### src/rtl/regfile_ctrl_pkg.sv
// Shared types for the register-file controller: FSM states, op-codes and
// the {rs1,rs2,rd} field layout of the packed register-select word.
package regfile_ctrl_pkg;

    localparam int CNT_W   = 8;
    localparam int REG_W   = 5;
    localparam int RD_LSB  = 0;
    localparam int RS2_LSB = 5;
    localparam int RS1_LSB = 10;
    localparam int REGS_W  = 3 * REG_W;

    typedef enum logic [2:0] {
        S_IDLE,
        S_LATCH,
        S_EXEC,
        S_WB,
        S_WAIT_DONE
    } state_t;

    typedef enum logic [1:0] {
        OP_NOP   = 2'b00,
        OP_ALU   = 2'b01,
        OP_LOADI = 2'b10,
        OP_ILL   = 2'b11
    } op_t;

    function automatic logic [REGS_W-1:0] pack_regs(input logic [REG_W-1:0] rs1,
                                                    input logic [REG_W-1:0] rs2,
                                                    input logic [REG_W-1:0] rd);
        logic [REGS_W-1:0] r;
        r = '0;
        r[RS1_LSB +: REG_W] = rs1;
        r[RS2_LSB +: REG_W] = rs2;
        r[RD_LSB  +: REG_W] = rd;
        return r;
    endfunction

    // ALU and LOADI are the ops that walk through the register-file sequence.
    function automatic logic is_seq_op(input op_t op);
        return (op == OP_ALU) || (op == OP_LOADI);
    endfunction

endpackage

### src/rtl/regfile_ctrl_cnt.sv
// Loadable down-counter with zero flag; shared by ALU-latency and timeout.
// Latency: load/decrement take effect on the next edge. Backpressure: none.
module regfile_ctrl_cnt
    import regfile_ctrl_pkg::*;
(
    input  logic             clk,
    input  logic             rst_n,
    input  logic             load,
    input  logic [CNT_W-1:0] load_val,
    input  logic             dec,
    output logic             zero
);

    logic [CNT_W-1:0] count;

    always_ff @(posedge clk or negedge rst_n) begin
        if (!rst_n) begin
            count <= '0;
        end else if (load) begin
            count <= load_val;
        end else if (dec && (count != '0)) begin
            count <= count - 1'b1;
        end
    end

    assign zero = (count == '0);

endmodule

### src/rtl/regfile_ctrl.sv
// Register-file sequencing controller: accepts one instruction, drives latch/ALU/write-back, waits for op_done.
// Latency: ALU = 1 LATCH + ALU_LAT EXEC + 1 WB + WAIT_DONE cycles; LOADI skips EXEC/WB. Optional REGFILE_CTRL_B2B_EN.
// Backpressure: instr_ready low while busy; with REGFILE_CTRL_B2B_EN a new ALU/LOADI may be taken in the op_done cycle.
module regfile_ctrl
    import regfile_ctrl_pkg::*;
#(
    parameter int ALU_LAT     = 2,
    parameter int TIMEOUT_CYC = 15
) (
    input  logic              clk,
    input  logic              rst_n,
    input  logic              instr_valid,
    output logic              instr_ready,
    input  logic [1:0]        instr_op,
    input  logic [REGS_W-1:0] instr_regs,
    input  logic [31:0]       instr_imm,
    output logic              rs_addr_valid,
    output logic [REGS_W-1:0] rs1_rs2_rd,
    output logic              rs_store,
    output logic [31:0]       imme_data,
    output logic              rd_wr_en,
    output logic              alu_start,
    input  logic              op_done,
    output logic              retire,
    output logic              err
);

    localparam logic [CNT_W-1:0] ALU_LD = CNT_W'(ALU_LAT - 1);
    localparam logic [CNT_W-1:0] TO_LD  = CNT_W'(TIMEOUT_CYC - 1);

    state_t           state;
    op_t              op_q;
    op_t              op_in;
    logic             ready_q;
    logic             accept;
    logic             cnt_load;
    logic             cnt_dec;
    logic             cnt_zero;
    logic [CNT_W-1:0] cnt_val;

    assign op_in  = op_t'(instr_op);
    assign accept = instr_valid && instr_ready;

`ifdef REGFILE_CTRL_B2B_EN
    logic b2b_ok;
    assign b2b_ok      = (state == S_WAIT_DONE) && op_done && is_seq_op(op_in);
    assign instr_ready = ready_q | b2b_ok;
`else
    assign instr_ready = ready_q;
`endif

    assign rs_addr_valid = (state == S_LATCH);
    assign rs_store      = (state == S_LATCH) && (op_q == OP_LOADI);
    assign rd_wr_en      = (state == S_WB);

    always_comb begin
        cnt_load = 1'b0;
        cnt_val  = '0;
        cnt_dec  = 1'b0;
        case (state)
            S_LATCH: begin
                cnt_load = 1'b1;
                cnt_val  = (op_q == OP_ALU) ? ALU_LD : TO_LD;
            end
            S_WB: begin
                cnt_load = 1'b1;
                cnt_val  = TO_LD;
            end
            S_EXEC, S_WAIT_DONE: cnt_dec = 1'b1;
            default: ;
        endcase
    end

    regfile_ctrl_cnt u_cnt (
        .clk      (clk),
        .rst_n    (rst_n),
        .load     (cnt_load),
        .load_val (cnt_val),
        .dec      (cnt_dec),
        .zero     (cnt_zero)
    );

    always_ff @(posedge clk or negedge rst_n) begin
        if (!rst_n) begin
            state      <= S_IDLE;
            op_q       <= OP_NOP;
            ready_q    <= 1'b0;
            retire     <= 1'b0;
            err        <= 1'b0;
            alu_start  <= 1'b0;
            rs1_rs2_rd <= '0;
            imme_data  <= '0;
        end else begin
            retire    <= 1'b0;
            err       <= 1'b0;
            alu_start <= 1'b0;
            ready_q   <= 1'b0;
            if (accept) begin
                op_q       <= op_in;
                rs1_rs2_rd <= instr_regs;
                imme_data  <= instr_imm;
            end
            case (state)
                S_IDLE: begin
                    ready_q <= 1'b1;
                    if (accept) begin
                        case (op_in)
                            OP_NOP: retire <= 1'b1;
                            OP_ILL: err    <= 1'b1;
                            default: begin
                                state   <= S_LATCH;
                                ready_q <= 1'b0;
                            end
                        endcase
                    end
                end
                S_LATCH: begin
                    if (op_q == OP_ALU) begin
                        state     <= S_EXEC;
                        alu_start <= 1'b1;
                    end else begin
                        state <= S_WAIT_DONE;
                    end
                end
                S_EXEC: begin
                    if (cnt_zero) state <= S_WB;
                end
                S_WB: state <= S_WAIT_DONE;
                S_WAIT_DONE: begin
                    if (op_done) begin
                        retire <= 1'b1;
                        // accept can only be high here when the B2B path is built in
                        if (accept) begin
                            state <= S_LATCH;
                        end else begin
                            state   <= S_IDLE;
                            ready_q <= 1'b1;
                        end
                    end else if (cnt_zero) begin
                        err     <= 1'b1;
                        state   <= S_IDLE;
                        ready_q <= 1'b1;
                    end
                end
                default: begin
                    state   <= S_IDLE;
                    ready_q <= 1'b1;
                end
            endcase
        end
    end

endmodule

### config.mk
export PLATFORM = sky130hd
export DESIGN_NAME = regfile_ctrl
export DESIGN_NICKNAME = d
export VERILOG_FILES = /design/src/rtl/regfile_ctrl_pkg.sv /design/src/rtl/regfile_ctrl_cnt.sv /design/src/rtl/regfile_ctrl.sv
export SDC_FILE = /design/constraint.sdc
export NUM_CORES = 1
export LEC_CHECK = 0
export CORE_ASPECT_RATIO = 1.4
export CORE_MARGIN = 2
export CORE_UTILIZATION = 39
export DETAILED_ROUTE_END_ITERATION = 8
export PLACE_DENSITY = 0.72
export SLEW_MARGIN = 20
export SYNTH_ARGS = -nofsm -noshare
export SYNTH_HDL_FRONTEND = slang
export SYNTH_SLANG_ARGS = --single-unit
export TNS_END_PERCENT = 1
### constraint.sdc
create_clock -name clk -period 1.52 [get_ports clk]
set_input_delay 0.304 -clock clk [delete_from_list [all_inputs] [get_ports clk]]
set_output_delay 0.304 -clock clk [all_outputs]
set_load 0.05 [all_outputs]
### Word-level counts from Yosys, hierarchy flattened

Index checks and enable logic that the tools add are counted.

| storage, ports and cells | value |
|---|---|
| ROM bits | 0 |
| RAM bits | 0 |
| register bits | 64 |
| memories | 0 |
| input bits | 53 |
| word-level logic and storage cells | 64 |
| output and inout bits | 54 |
| bits in latches | 0 |

| cells by class | value |
|---|---|
| reductions and logical operators | 13 |
| shift-type cells | 0 |
| $add $sub $neg | 1 |
| div/mod/pow operators | 0 |
| bitwise gates (word level) | 0 |
| $mul | 0 |
| order comparisons | 0 |
| equality and inequality tests | 11 |
| muxes and demuxes | 30 |

Operators by type and width:

| kind | count |
|---|---|
| 2-to-1 mux 3 bit | 6 |
| 2-to-1 mux 1 bit | 16 |
| 2-to-1 mux 8 bit | 2 |
| one-hot mux 3 bit (5 select lines) | 1 |
| logical NOT 8 bit | 1 |
| one-hot mux 4 bit (2 select lines) | 1 |
| nonzero test 8 bit | 1 |
| subtractor 8 x 1 -> 8 bit (second input constant) | 1 |
| equality test 3 x 2 -> 1 bit (second input constant) | 2 |
| inequality test 2 bit (second input constant) | 3 |
| OR reduction 2 bit | 3 |
| equality test 2 bit (second input constant) | 2 |
| 2-to-1 mux 4 bit | 1 |
| one-hot mux 1 bit (2 select lines) | 2 |
| AND reduction 4 bit | 1 |
| equality test 3 x 1 -> 1 bit (second input constant) | 1 |
| equality test 3 bit (second input constant) | 1 |
| logical AND 1 bit | 3 |
| logical NOT 3 bit | 1 |
| inequality test 3 bit (second input constant) | 1 |
| one-hot mux 1 bit (3 select lines) | 1 |
| OR reduction 3 bit | 1 |
| equality test 2 x 1 -> 1 bit (second input constant) | 1 |
| logical NOT 2 bit | 1 |
| nonzero test 2 bit | 1 |

### Logic depth before layout (Yosys ltp)

| depth | value |
|---|---|
| word-level depth | 6 |
| gate-level depth with buffers | 6 |

### By module

A second synthesis with hierarchy kept.

| second synthesis, totals | value |
|---|---|
| cells, all modules | 209 |
| area, all modules | 2821.5 µm² |

By module, submodules not included:

| module | cells an instance | seq. area each (µm²) | area an instance (µm²) | instances |
|---|---|---|---|---|
| regfile_ctrl | 151 | 1401.3 | 2293.4 | 1 |
| regfile_ctrl_cnt | 58 | 200.2 | 528.0 | 1 |

### Worst setup path after synthesis

Ideal clock, no wire load.

| timing | value |
|---|---|
| path type | register to output |
| from | register state[2] |
| to | output port rs_store |
| path buffers | 2 |
| data arrival time | 2425 ps |
| cell stages (with the launch flop) | 5 |
| slack | -1209 ps |
| required time | 1216 ps |
| cells stage by stage | dfrtp_1 -> buf_4 -> nand2b_1 -> clkbuf_1 -> nor4b_1 |

| on the way | value |
|---|---|
| word-level cells in the longest chain between the ends | 2 |

Ends and longest elaborated chain:

| element | line | text |
|---|---|---|
| from (decl) | regfile_ctrl.sv:31 | `state_t state;` |
| from (signal assigned) | regfile_ctrl.sv:85 | `state <= S_IDLE;` |
| from (signal assigned) | regfile_ctrl.sv:111 | `state <= S_LATCH;` |
| from (signal assigned) | regfile_ctrl.sv:119 | `state <= S_EXEC;` |
| equality test 3 x 1 -> 1 bit | regfile_ctrl.sv:53 | `assign rs_store = (state == S_LATCH) && (op_q == OP_LOADI);` |
| logical AND 1 bit | regfile_ctrl.sv:53 |  |
| to (decl) | regfile_ctrl.sv:19 | `output logic rs_store,` |

No other way between the ends.

### Worst setup path after layout

Same ends and word-level chain as after synthesis.

==> impl_metrics.csv <==
group,metric,value,unit
floorplanning,rows,36,
yosys,synthesis.nets,261,
layout,layout.cells.non_filler,441,
worst_hold_path,min_path_type,"in2async",
clock_tree,cts_tree,"built",
setup_path,ff2ff_setup_slack,-0.08,ns
setup_path,critPathLaunchType,"register",
outcome,outcome,"complete, but fails checks",
global_route,grt_max_degree,33,
floorplanning,die_area,0.00769,sq mm
yosys,synthTopCellsByArea,"dfrtp_1 (59%), mux2_2 (19%), ha_1 (1.8%)",
setup_path,worstPathArrival,1.36,ns
power,leakage,2.16,nW
run,maxCapViolCount,0,
sta,relSlewSlack,78.8,%
global_route,grt_pass1_wl,11500,um
power,p_per_area,2440,mW/mm^2
floorplanning,dieWidth,74.7,um
yosys,synth_cells,204,
yosys,synth_area_leader_cell,"dfrtp_1",
layout,fin_area,0.00501,sq mm
sta,max_freq,602,MHz
sta,hold_viol_final,0,
clock_tree,cts.path.max_buffers,2,
sta,setup_viol,10,
clock_tree,clock_sinks,64,
yosys,syn_area,0.00273,sq mm
placement,place_inst,421,
drt,drtPass1Iterations,4,
clock_tree,clkLatencyLatePin,0.34,ns
global_route,grtUsageTotal,20.2,%
setup_path,cp_max_fo,2,
setup_path,cp_data_required_time,1.22,ns
power,p_total,0.0122,W
placement,dp_hpwl,5260,um
drt,drt_iter0_markers,86,
floorplanning,coreArea,0.00689,sq mm
sta,setup_ws,-0.141,ns
yosys,syn_area_per_cell,13.4,sq um
yosys,synth.distinct_cells,37,
placement,portBuffers,106,
drt,via_count,2206,
layout,num_antenna_cells,0,
sta,fin_setup_tns,-0.780,ns
drt,drc,0,
setup_path,slowest_delay,0.39,ns
clock_tree,htreeDepth,3,
global_route,antenna_found_initial,0,
yosys,synth-seq-cells,64,
placement,place_area,0.00467,sq mm
layout,layout-drive-gt1-share,48.6,%
yosys,yosysSeqAreaShare,58.7,%
drt,wl_per_cell,16.5,um
global_route,gr-total-overflow,0,
placement,routabilityCongestion,0.805,
sta,period_minus_slack,1.66,ns
yosys,synth_warnings,0,
sta,worstMarginPinSlew,0.316,ns
sta,holdWs,0.393,ns
drt,drtAntennaViolNets,0,
sta,post-route-period-util,109,%
floorplanning,io_pins,107,
yosys,synth_top_area_share,58.7,%
global_route,grt_pass1_vias,2395,
floorplanning,start_util,39.6,%
layout,fin_nets,398,
power,peakVddDrop,1480,uV
clock_tree,path_clk_slew,0.07,ns
sta,drv_slew,0,
sta,skew,0.0111,ns
drt,wl,7260,um
setup_path,slowest_stage,"dfrtp_1",
drt,via_per_inst,5.00,
setup_path,critical_path_class,"reg2out",
layout,syn_to_final_growth,83.5,%
sta,rsz0062_at_grt,"true",
setup_path,path_cells,"nand2b_4 > nor4b_4 > buf_12",
clock_tree,cts_made_buffers,9,
clock_tree,cts_root_buffer,"clkbuf_8",
floorplanning,die_h,103,um
outcome,violations,"negative setup slack",
setup_path,crit_path_end_kind,"output port",
[state kept, by name, summed over array words and instances, names as in the netlist]
| signal | count |
|---|---|
| rs1_rs2_rd | 15 |
| instr_ready | 1 |
| alu_start | 1 |
| op_q | 2 |
| retire | 1 |
| err | 1 |
| u_cnt.count | 8 |
| imme_data | 32 |
| state | 3 |
[area by class of cell]
class	count	area, sq um
Clock inverter	3	40.0
Multi-Input combinational cell	124	1180
Clock buffer	13	159
Fill cell	437	1880
Inverter	6	22.5
Sequential cell	64	1600
Tap cell	95	119
Timing Repair Buffer	136	1880
[final timing paths]
kind | from | end | depth (start not counted)
min in group clk | op_q[1]$_DFFE_PN0N_ | op_q[1]$_DFFE_PN0N_ | 2
worst min-delay path | rst_n | rs1_rs2_rd[8]$_DFFE_PN0N_ | 2
worst max register to register | state[1]$_DFFE_PN0P_ | u_cnt.count[2]$_DFFE_PN0P_ | 6
max in group asynchronous | rst_n | imme_data[12]$_DFFE_PN0N_ | 3
worst max-delay path | state[2]$_DFFE_PN0P_ | rs_store | 3
worst min register to register | op_q[1]$_DFFE_PN0N_ | op_q[1]$_DFFE_PN0N_ | 2
[per-stage QoR]
| step | utilization (%) | setup WS, ns |
|---|---|---|
| after CTS | 71.6 | -0.166 |
| after global routing | 72.7 | -0.193 |
| final | 72.7 | -0.141 |
| after floorplan | - | -0.191 |
| after global placement | 67.7 | -0.142 |
| after detailed placement | 67.7 | -0.187 |
[cells by family after synthesis]
| family | synth area share (%) |
|---|---|
| AO/OA/AOI/OAI | 5.68 |
| XOR/XNOR | 0.917 |
| adder cells (fa/ha/maj) | 1.83 |
| buffers and inverters | 2.66 |
| flip-flops | 58.7 |
| multiplexers | 20.9 |
| AND/OR/NAND/NOR | 9.40 |
[repair_timing]
action,in CTS,in global routing
resized for setup,9,14
hold endpoints to repair,9,0
hold buffers,1,0
setup endpoints to repair,11,14
setup buffers,3,0
gates cloned,0,0
pin swaps,1,3
[metal layers]
metal  part of all wire, %  vias to the layer above  global-route usage, %
met3                   7.1                       14                   7.92
met1                    35                     1109                   22.4
li1                      -                     1003                      -
met4                   2.4                        0                   9.89
met5                     0                        -                      0
met2                    56                       80                   33.4
[cells in the mapped netlist, drive strengths merged]
cell type,n
dfrtp,64
mux2,47
nand2,9
buf,8
nor2,8
inv,6
nor4,6
nand3,5
a21oi,4
a31oi,4
ha,4
mux2i,4
nor3b,4
o21ai,4
and2,3
nor3,3
clkbuf,2
nor2b,2
o31ai,2
a211oi,1
a21boi,1
a311oi,1
a31o,1
a41o,1
nand2b,1
nand4,1
nor4b,1
o221ai,1
o311a,1
o32ai,1
or3,1
or3b,1
xnor2,1
xor2,1
[cells in the final DEF, fill, tap and decap left out, drive strengths merged, types with 3 or more instances in the layout]
cell type,Yosys,layout
a21oi,4,4
a31oi,4,4
and2,3,3
buf,8,84
clkbuf,2,13
clkdlybuf4s50,0,51
dfrtp,64,64
ha,4,4
inv,6,6
mux2,47,47
mux2i,4,4
nand2,9,9
nand3,5,5
nor2,8,8
nor3,3,3
nor3b,4,4
nor4,6,6
o21ai,4,4
[power by group]
part / switching [W] / internal (W)
Sequential: 0.000790 / 0.00245
Clock: 0.000638 / 0.000843
Combinational: 0.00370 / 0.00381
[critical path: cells and delay by family, from the launching register on]
kind	cells	cell delay, ns
AND/OR/NAND/NOR	2	0.44
flip-flops	1	0.39
buffers and inverters	1	0.18
Power figures use the tool's default switching activity.
